--- config.mk ---
export PLATFORM = sky130hd
export DESIGN_NAME = aes_mixcol_arbiter
export DESIGN_NICKNAME = d
export VERILOG_FILES = /design/src/rtl/aes_mixcol_arbiter.sv
export SDC_FILE = /design/constraint.sdc
export NUM_CORES = 1
export LEC_CHECK = 0
export CAP_MARGIN = 10
export CORE_MARGIN = 2
export CORE_UTILIZATION = 43
export DETAILED_ROUTE_END_ITERATION = 8
export HOLD_SLACK_MARGIN = 0.02
export PLACE_DENSITY = 0.77
export SETUP_SLACK_MARGIN = 0.15
export SYNTH_ARGS = -nofsm -noshare
export SYNTH_HDL_FRONTEND = slang
export SYNTH_SLANG_ARGS = --single-unit
--- constraint.sdc ---
create_clock -name clk -period 4 [get_ports clk]
set_input_delay 0.4 -clock clk [delete_from_list [all_inputs] [get_ports clk]]
set_output_delay 0.4 -clock clk [all_outputs]
set_load 0.01 [all_outputs]
--- src/rtl/aes_mixcol_arbiter.sv ---
// Two-port arbiter in front of one shared AES (Inv)MixColumns column unit.
// A granted request is transformed one 32-bit column per cycle and then held until the consumer takes it.
module aes_mixcol_arbiter #(
    parameter int RR_EN = 1
) (
    input  logic         clk,
    input  logic         rst_n,
    input  logic         a_valid,
    input  logic         a_inv,
    input  logic [127:0] a_state,
    output logic         a_ready,
    input  logic         b_valid,
    input  logic         b_inv,
    input  logic [127:0] b_state,
    output logic         b_ready,
    output logic         out_valid,
    output logic         out_id,
    output logic [127:0] out_state,
    input  logic         out_ready
);

    // state | meaning
    // IDLE  | arbitrate, accept one request
    // BUSY  | transform column col_q per cycle, 0..3
    // DONE  | result held on out_* until out_ready
    typedef enum logic [1:0] {IDLE, BUSY, DONE} state_t;

    state_t        state_q, state_d;
    logic [1:0]    col_q;
    logic [127:0]  res_q;
    logic          inv_q;
    logic          id_q;
    logic          last_q;
    logic          grant_b;
    logic          hs;
    logic [31:0]   col_in;
    logic [31:0]   col_out;

    function automatic logic [7:0] xt(input logic [7:0] x);
        return {x[6:0], 1'b0} ^ (x[7] ? 8'h1b : 8'h00);
    endfunction

    function automatic logic [31:0] mix_col(input logic [31:0] c, input logic inv);
        logic [7:0] b [4];
        logic [7:0] x2 [4];
        logic [7:0] x4 [4];
        logic [7:0] x8 [4];
        logic [7:0] m3 [4];
        logic [7:0] m9 [4];
        logic [7:0] mb [4];
        logic [7:0] md [4];
        logic [7:0] me [4];
        logic [31:0] r;
        for (int i = 0; i < 4; i++) begin
            b[i]  = c[31-8*i -: 8];
            x2[i] = xt(b[i]);
            x4[i] = xt(x2[i]);
            x8[i] = xt(x4[i]);
            m3[i] = x2[i] ^ b[i];
            m9[i] = x8[i] ^ b[i];
            mb[i] = x8[i] ^ x2[i] ^ b[i];
            md[i] = x8[i] ^ x4[i] ^ b[i];
            me[i] = x8[i] ^ x4[i] ^ x2[i];
        end
        if (inv) begin
            r = {me[0] ^ mb[1] ^ md[2] ^ m9[3],
                 m9[0] ^ me[1] ^ mb[2] ^ md[3],
                 md[0] ^ m9[1] ^ me[2] ^ mb[3],
                 mb[0] ^ md[1] ^ m9[2] ^ me[3]};
        end else begin
            r = {x2[0] ^ m3[1] ^ b[2]  ^ b[3],
                 b[0]  ^ x2[1] ^ m3[2] ^ b[3],
                 b[0]  ^ b[1]  ^ x2[2] ^ m3[3],
                 m3[0] ^ b[1]  ^ b[2]  ^ x2[3]};
        end
        return r;
    endfunction

    // last_q = 1 means B won last; both-valid contention goes to the other port
    always_comb begin
        grant_b = b_valid;
        if (a_valid && b_valid) begin
            grant_b = (RR_EN != 0) ? ~last_q : 1'b0;
        end
    end

    // rst_n gating keeps ready low while reset is held
    assign a_ready = rst_n && (state_q == IDLE) && a_valid && !grant_b;
    assign b_ready = rst_n && (state_q == IDLE) && b_valid && grant_b;
    assign hs      = a_ready | b_ready;

    always_comb begin
        col_in = res_q[127:96];
        case (col_q)
            2'd0: col_in = res_q[127:96];
            2'd1: col_in = res_q[95:64];
            2'd2: col_in = res_q[63:32];
            2'd3: col_in = res_q[31:0];
            default: col_in = res_q[127:96];
        endcase
    end

    assign col_out = mix_col(col_in, inv_q);

    always_comb begin
        state_d = state_q;
        case (state_q)
            IDLE: if (hs) state_d = BUSY;
            BUSY: if (col_q == 2'd3) state_d = DONE;
            DONE: if (out_ready) state_d = IDLE;
            default: state_d = IDLE;
        endcase
    end

    always_ff @(posedge clk or negedge rst_n) begin
        if (!rst_n) begin
            state_q <= IDLE;
            col_q   <= 2'd0;
            res_q   <= '0;
            inv_q   <= 1'b0;
            id_q    <= 1'b0;
            last_q  <= 1'b1;
        end else begin
            state_q <= state_d;
            if (hs) begin
                res_q  <= b_ready ? b_state : a_state;
                inv_q  <= b_ready ? b_inv : a_inv;
                id_q   <= b_ready;
                last_q <= b_ready;
                col_q  <= 2'd0;
            end else if (state_q == BUSY) begin
                case (col_q)
                    2'd0: res_q[127:96] <= col_out;
                    2'd1: res_q[95:64]  <= col_out;
                    2'd2: res_q[63:32]  <= col_out;
                    2'd3: res_q[31:0]   <= col_out;
                    default: res_q[127:96] <= col_out;
                endcase
                col_q <= col_q + 2'd1;
            end
        end
    end

    assign out_valid = (state_q == DONE);
    assign out_id    = id_q;
    assign out_state = res_q;

endmodule

After elaboration in Yosys (flattened, before gate mapping). Index checks and enable logic that the tools add are counted.

Register bits: 135. Input port bits: 263. Output and inout bits: 132. Word-level logic and storage cells: 132.

Add/sub/neg operators: 1. Equal/unequal tests: 8. Muxes and demuxes: 29. Bitwise gates (word level): 66. Reductions and logical operators: 19.

Operators with widths (number): 8-bit XOR (52); 128-bit 2-to-1 mux (3); 32-bit 2-to-1 mux (5); 32-bit case mux with 4 select lines (1); 8-bit by 5-bit XOR with 8-bit output (12); 5-bit 2-to-1 mux (12); 2-bit 2-to-1 mux (5); 2-bit nonzero test (5); 2-bit AND reduction (4); 2-bit equality test, second input constant (3); 1-bit logical AND (6); 2-bit case mux with 3 select lines (1); 2-bit by 1-bit equality test with 1-bit output, second input constant (2); 2-bit zero test (2); 2-bit inequality test, second input constant (2); 3-bit AND reduction (1); 2-bit by 1-bit adder with 2-bit output, second input constant (1); 1-bit 2-to-1 mux (2); 2-bit by 1-bit inequality test with 1-bit output, second input constant (1); 1-bit zero test (1); 1-bit inverter (1); 1-bit bitwise OR (1).

Depth between registers and ports, before layout.
Word-level depth: 17. Gate-level depth with buffers: 17. Depth with buffers taken out: 12.

Least setup slack after synthesis. OpenSTA, ideal clock, no wires.

Path kind: register -> register. Start: reg col_q[0]. End: reg res_q[27] (netlist: out_state[27]). Setup time: 0.142 ns. Arrival: 3.474 ns. Required time: 3.858 ns. Path slack: 0.384 ns. Cell stages (with the launch flop): 14. Path buffers: 2. Period minus slack after synthesis: 3.616 ns. Cell sequence: dfrtp_1 -> ha_1 -> buf_2 -> buf_2 -> a222oi_1 -> xor2_1 -> a21oi_1 -> xnor3_2 -> xnor2_4 -> xor2_2 -> xnor3_1 -> a21oi_2 -> xnor2_1 -> a31oi_1.

Longest elaborated chain between the ends: 15. Elaborated cells on any way between the ends: 47. Classes of those cells: eq/ne (3); mux (15); bitwise (26); reduce/logical (3).

RTL lines: start, declared (RTL line 29) `logic [1:0] col_q;`; start signal, assigned (RTL line 139) `col_q <= col_q + 2'd1;`; 2-bit equality test, or another cell as far along (RTL line 94, 132); 32-bit case mux with 4 select lines (RTL line 94) `case (col_q)`; 5-bit 2-to-1 mux or 8-bit by 5-bit XOR with 8-bit output (tied branches) (RTL line 40) `return {x[6:0], 1'b0} ^ (x[7] ? 8'h1b : 8'h00);`; 8-bit by 5-bit XOR with 8-bit output (RTL line 40); 8-bit by 5-bit XOR with 8-bit output or 5-bit 2-to-1 mux (tied branches) (RTL line 40); 8-bit by 5-bit XOR with 8-bit output (RTL line 40); 8-bit XOR, on equally long branches (2 in series) (RTL line 63, 61); 8-bit XOR (3 in series) (RTL line 66) `r = {me[0] ^ mb[1] ^ md[2] ^ m9[3],`; 32-bit 2-to-1 mux (RTL line 65) `if (inv) begin`; 32-bit 2-to-1 mux (RTL line 132) `case (col_q)`; 128-bit 2-to-1 mux (RTL line 131) `end else if (state_q == BUSY) begin`; 128-bit 2-to-1 mux (RTL line 125) `if (hs) begin`; end signal, assigned (RTL line 126) `res_q <= b_ready ? b_state : a_state;`; end signal, assigned (RTL line 136) `2'd3: res_q[31:0] <= col_out;`; end, declared (RTL line 30) `logic [127:0] res_q;`.

Parallel ways exist; a longest one is shown, timed or not. The select of a mux whose other input is x is not followed. A chain may end at the register's enable or synchronous reset.

Final worst setup path. Same ends and word-level chain as after synthesis.

==> impl_summary.txt <==
----------------------------------------------------
[Place]
  Gp weighted congestion ... ~0.98
  Worst slack after detailed placement ... -0.07893 ns
  Post-placement cell area ... roughly 15000 sq um
  Total of buffers placed on input and output ports ... between 300 and 400
  HPWL Detailed ... around 40000 microns

[Logic synthesis]
  Cell area after synthesis ... between 10000 and 15000 sq um
  Ys async rst share ... 100.0%
  Synth Flop Type ... sky130_fd_sc_hd__dfrtp_1
  Post-synth top area cell ... sky130_fd_sc_hd__dfrtp_1
  Number of enable flip-flop cells after synthesis ... 0
  Count of mapped cells out of synthesis ... around 1200
  Top cell type's share of synthesized area ... ~33%
  Syn avg cell area ... 8.710 sq um
  Ranking of synthesized cells by area ... sky130_fd_sc_hd__dfrtp_1, sky130_fd_sc_hd__xnor2_1, sky130_fd_sc_hd__xor2_1
  Commonest cells in the synthesized netlist ... sky130_fd_sc_hd__xnor2_1, sky130_fd_sc_hd__nor2_1, sky130_fd_sc_hd__dfrtp_1
  Post-synthesis sequential area ratio ... roughly a third
  Number of warnings printed during yosys synthesis ... 0
  Most instantiated library cell after synthesis ... sky130_fd_sc_hd__xnor2_1
  Synthesized netlist net count ... about 1400
  Distinct cells, synth ... 57
  Synth Register Bits ... 135

[Timing]
  Setup TNS ... 0 ns
  Fin Clk Skew ... 0.02147 ns
  Slew at the pin with the worst max-slew slack ... approximately 0.98 ns
  Unrepaired setup endpoints after global routing ... true
  Number of endpoints with negative hold slack in the final report ... 0
  Top achievable clock speed ... ~270 MHz
  Final setup slack of the worst path ... about 0.32 ns
  Number of max-slew violations in the final report ... 0
  Final worst path period need ... about 3.7 ns
  Crit share post-route ... 92.09%
  Worst slew slack as a fraction of its limit ... 34.90%
  Setup-failing EPs final ... 0

[Floorplan]
  Starting Density ... around 44%
  I/O pin total ... 395
  Cell row count ... 56
  Std-Cell Core Area ... 23330 sq um
  Floorplan die width ... around 160 microns
  Chip Height ... ~160 microns
  Total die area ... about 25000 sq um

[Outcome]
  Result of the run ... finished clean

[Global routing]
  GRT overflow ... 0
  Overall Global Routing Usage ... roughly two fifths
  Global-route wire length before repair ... about 73000 microns
  Initial antenna violation count ... 1
  Vias in the first global route ... ~11000
  Pin count of the biggest net entering global routing ... 118

[Route]
  Number of vias in the routed layout ... between 10000 and 15000
  Number of nets with antenna violations after detailed routing ... 0
  Post-detailed-route wirelength per cell ... approximately 26 microns
  DR vias/cell ... 6.038
  Total Wirelength ... approximately 50000 microns
  First-pass iteration count of the detailed router ... 8
  Count of unresolved DRC violations after routing ... 0
  Initial DRC count ... 1750

[Final layout]
  Area delta synth->final ... 56.78%
  Number of diodes added for antenna fixing ... 0
  Share of cells above drive strength 1 ... between 10% and 20%
  Fill cell count ... roughly 1900
  Number of nets in the finished design ... around 1900
  Final cell area excluding filler cells ... 15920 sq um
  Final core occ ... roughly two thirds

[Clocking]
  Maximum count of clock buffers along a single path ... 2
  Root buffer cell ... sky130_fd_sc_hd__clkbuf_16
  CTS tree ... built
  Number of clock sinks ... approximately 140
  Later-pin clock latency in the skew report ... approximately 0.43 ns
  Clock-pin slew on the worst setup and hold paths ... approximately 0.080 ns
  Total CTS buffers ... 17
  H-tree depth ... 4
  Cts hold-fix bufs ... 0

[Worst setup path]
  Required time of the worst setup path ... between 4 and 5 ns
  Critical-path maximum fanout ... 13
  Library cell contributing the largest single delay on the critical path ... sky130_fd_sc_hd__a222oi_1
  Worst Setup Path Type ... register to register
  Category of cells accounting for the largest share of critical-path delay ... XOR/XNOR gates
  Data arrival, critical path ... between 3 and 4 ns
  List of cells traversed by the critical path ... ha_2 > buf_4 > a222oi_1 > buf_4 > xor2_2 > a21oi_2 > xnor3_2 > xnor2_4 > xor2_2 > xnor3_1 > a21oi_2 > xnor2_2 > a31oi_1
  Kind of start point of the critical path ... register
  Type of element capturing the critical path ... register
  Critical path buffer and inverter count ... 2
  Slowest Stage Delay on Critical Path ... approximately 0.47 ns

[Min path]
  Worst hold path type ... input port to async pin

[Flow run]
  Max capacitance violation total ... 0

----------------------------------------------------
-- worst reg2reg max path, cell delays in order (launching register included) --
cell and delay, ns:
sky130_fd_sc_hd__dfrtp_1 0.42, sky130_fd_sc_hd__ha_2 0.23, sky130_fd_sc_hd__buf_4 0.19, sky130_fd_sc_hd__a222oi_1 0.47
sky130_fd_sc_hd__buf_4 0.25, sky130_fd_sc_hd__xor2_2 0.09, sky130_fd_sc_hd__a21oi_2 0.22, sky130_fd_sc_hd__xnor3_2 0.46
sky130_fd_sc_hd__xnor2_4 0.21, sky130_fd_sc_hd__xor2_2 0.20, sky130_fd_sc_hd__xnor3_1 0.26, sky130_fd_sc_hd__a21oi_2 0.21
sky130_fd_sc_hd__xnor2_2 0.20, sky130_fd_sc_hd__a31oi_1 0.13
-- kinds of logic after synthesis --
family          share of synthesized area (%)
compound gates                          28.02
simple gates                            10.57
xor+xnor                                22.48
flops                                   33.28
buf+inv                                 4.176
mux                                    0.9856
fa+ha+maj                              0.4928
-- layout by cell type (no fill, tap or decap), types with 6 or more instances in the layout --
master                              n
sky130_fd_sc_hd__clkdlybuf4s50_1  393
sky130_fd_sc_hd__xnor2_1          152
sky130_fd_sc_hd__nor2_1           145
sky130_fd_sc_hd__dfrtp_1          134
sky130_fd_sc_hd__buf_4            118
sky130_fd_sc_hd__a21oi_1           96
sky130_fd_sc_hd__nand2_1           73
sky130_fd_sc_hd__xor2_1            65
sky130_fd_sc_hd__a22oi_1           61
sky130_fd_sc_hd__a31oi_1           54
sky130_fd_sc_hd__o21ai_0           35
sky130_fd_sc_hd__a222oi_1          31
sky130_fd_sc_hd__a221oi_1          29
sky130_fd_sc_hd__o22a_1            17
sky130_fd_sc_hd__clkbuf_16         17
sky130_fd_sc_hd__o22ai_1           14
sky130_fd_sc_hd__nor3_1            13
sky130_fd_sc_hd__a221o_1           12
sky130_fd_sc_hd__nor2b_1           11
sky130_fd_sc_hd__inv_1             10
sky130_fd_sc_hd__mux2i_1           10
sky130_fd_sc_hd__a22o_1             9
sky130_fd_sc_hd__a21oi_2            8
sky130_fd_sc_hd__xnor3_1            8
sky130_fd_sc_hd__inv_8              7
sky130_fd_sc_hd__xnor2_2            6
sky130_fd_sc_hd__a211oi_1           6
-- path summary, 6_finish.rpt --
path / startpoint / endpoint / slack (ns) / cells past startpoint
setup / recovery: col_q[0] / out_state[27] / 0.32 / 13
hold / removal: rst_n / out_state[52] / 0.18 / 2
setup reg to reg: col_q[0] / out_state[27] / 0.32 / 13
hold reg to reg: last_q / last_q / 0.47 / 2
max in group asynchronous: rst_n / out_state[122] / 2.36 / 3
min in group clk: last_q / last_q / 0.47 / 2
-- metal layers --
layer  track usage (%)  part of all wire (%)  wire (microns)
met5                 0                     0               0
met1             55.74                    40           20020
met2             62.63                    46           23160
met3             10.05                    12            5877
met4             9.048                   2.4            1224
-- per-stage QoR --
| step | hold WS (ns) | std cells |
|---|---|---|
| after floorplan | 0.1044 | 1166 |
| after global placement | 0.4502 | 1900 |
| after detailed placement | 0.4522 | 1900 |
| after CTS | 0.2132 | 1936 |
| after global routing | 0.2417 | 1942 |
| final | 0.1841 | 1942 |
-- registers in the layout, summed over array words and instances, names as in the netlist --
name,flops
out_id,1
inv_q,1
last_q,1
state_q,2
col_q,2
out_state,128
-- what timing repair did --
item,CTS,global route
endpoints found under the setup margin,22,56
buffers inserted,4,6
pin swaps,3,18
gates resized for setup,2,31
-- layout make-up --
| cell class | instances | area, sq um | share of cell area [%] |
|---|---|---|---|
| clock inverters | 15 | 173.9 | 1.092 |
| multi-input cells | 924 | 6539 | 41.07 |
| flip-flops and latches | 135 | 3379 | 21.22 |
| clock buffers | 17 | 425.4 | 2.672 |
| repair buffers | 519 | 4954 | 31.11 |
| inverters | 13 | 52.55 | 0.3300 |
| well taps | 319 | 399.1 | 2.507 |
Power is not shown: default switching activity piles up to over one toggle a cycle in this logic, so the estimate is an artifact.
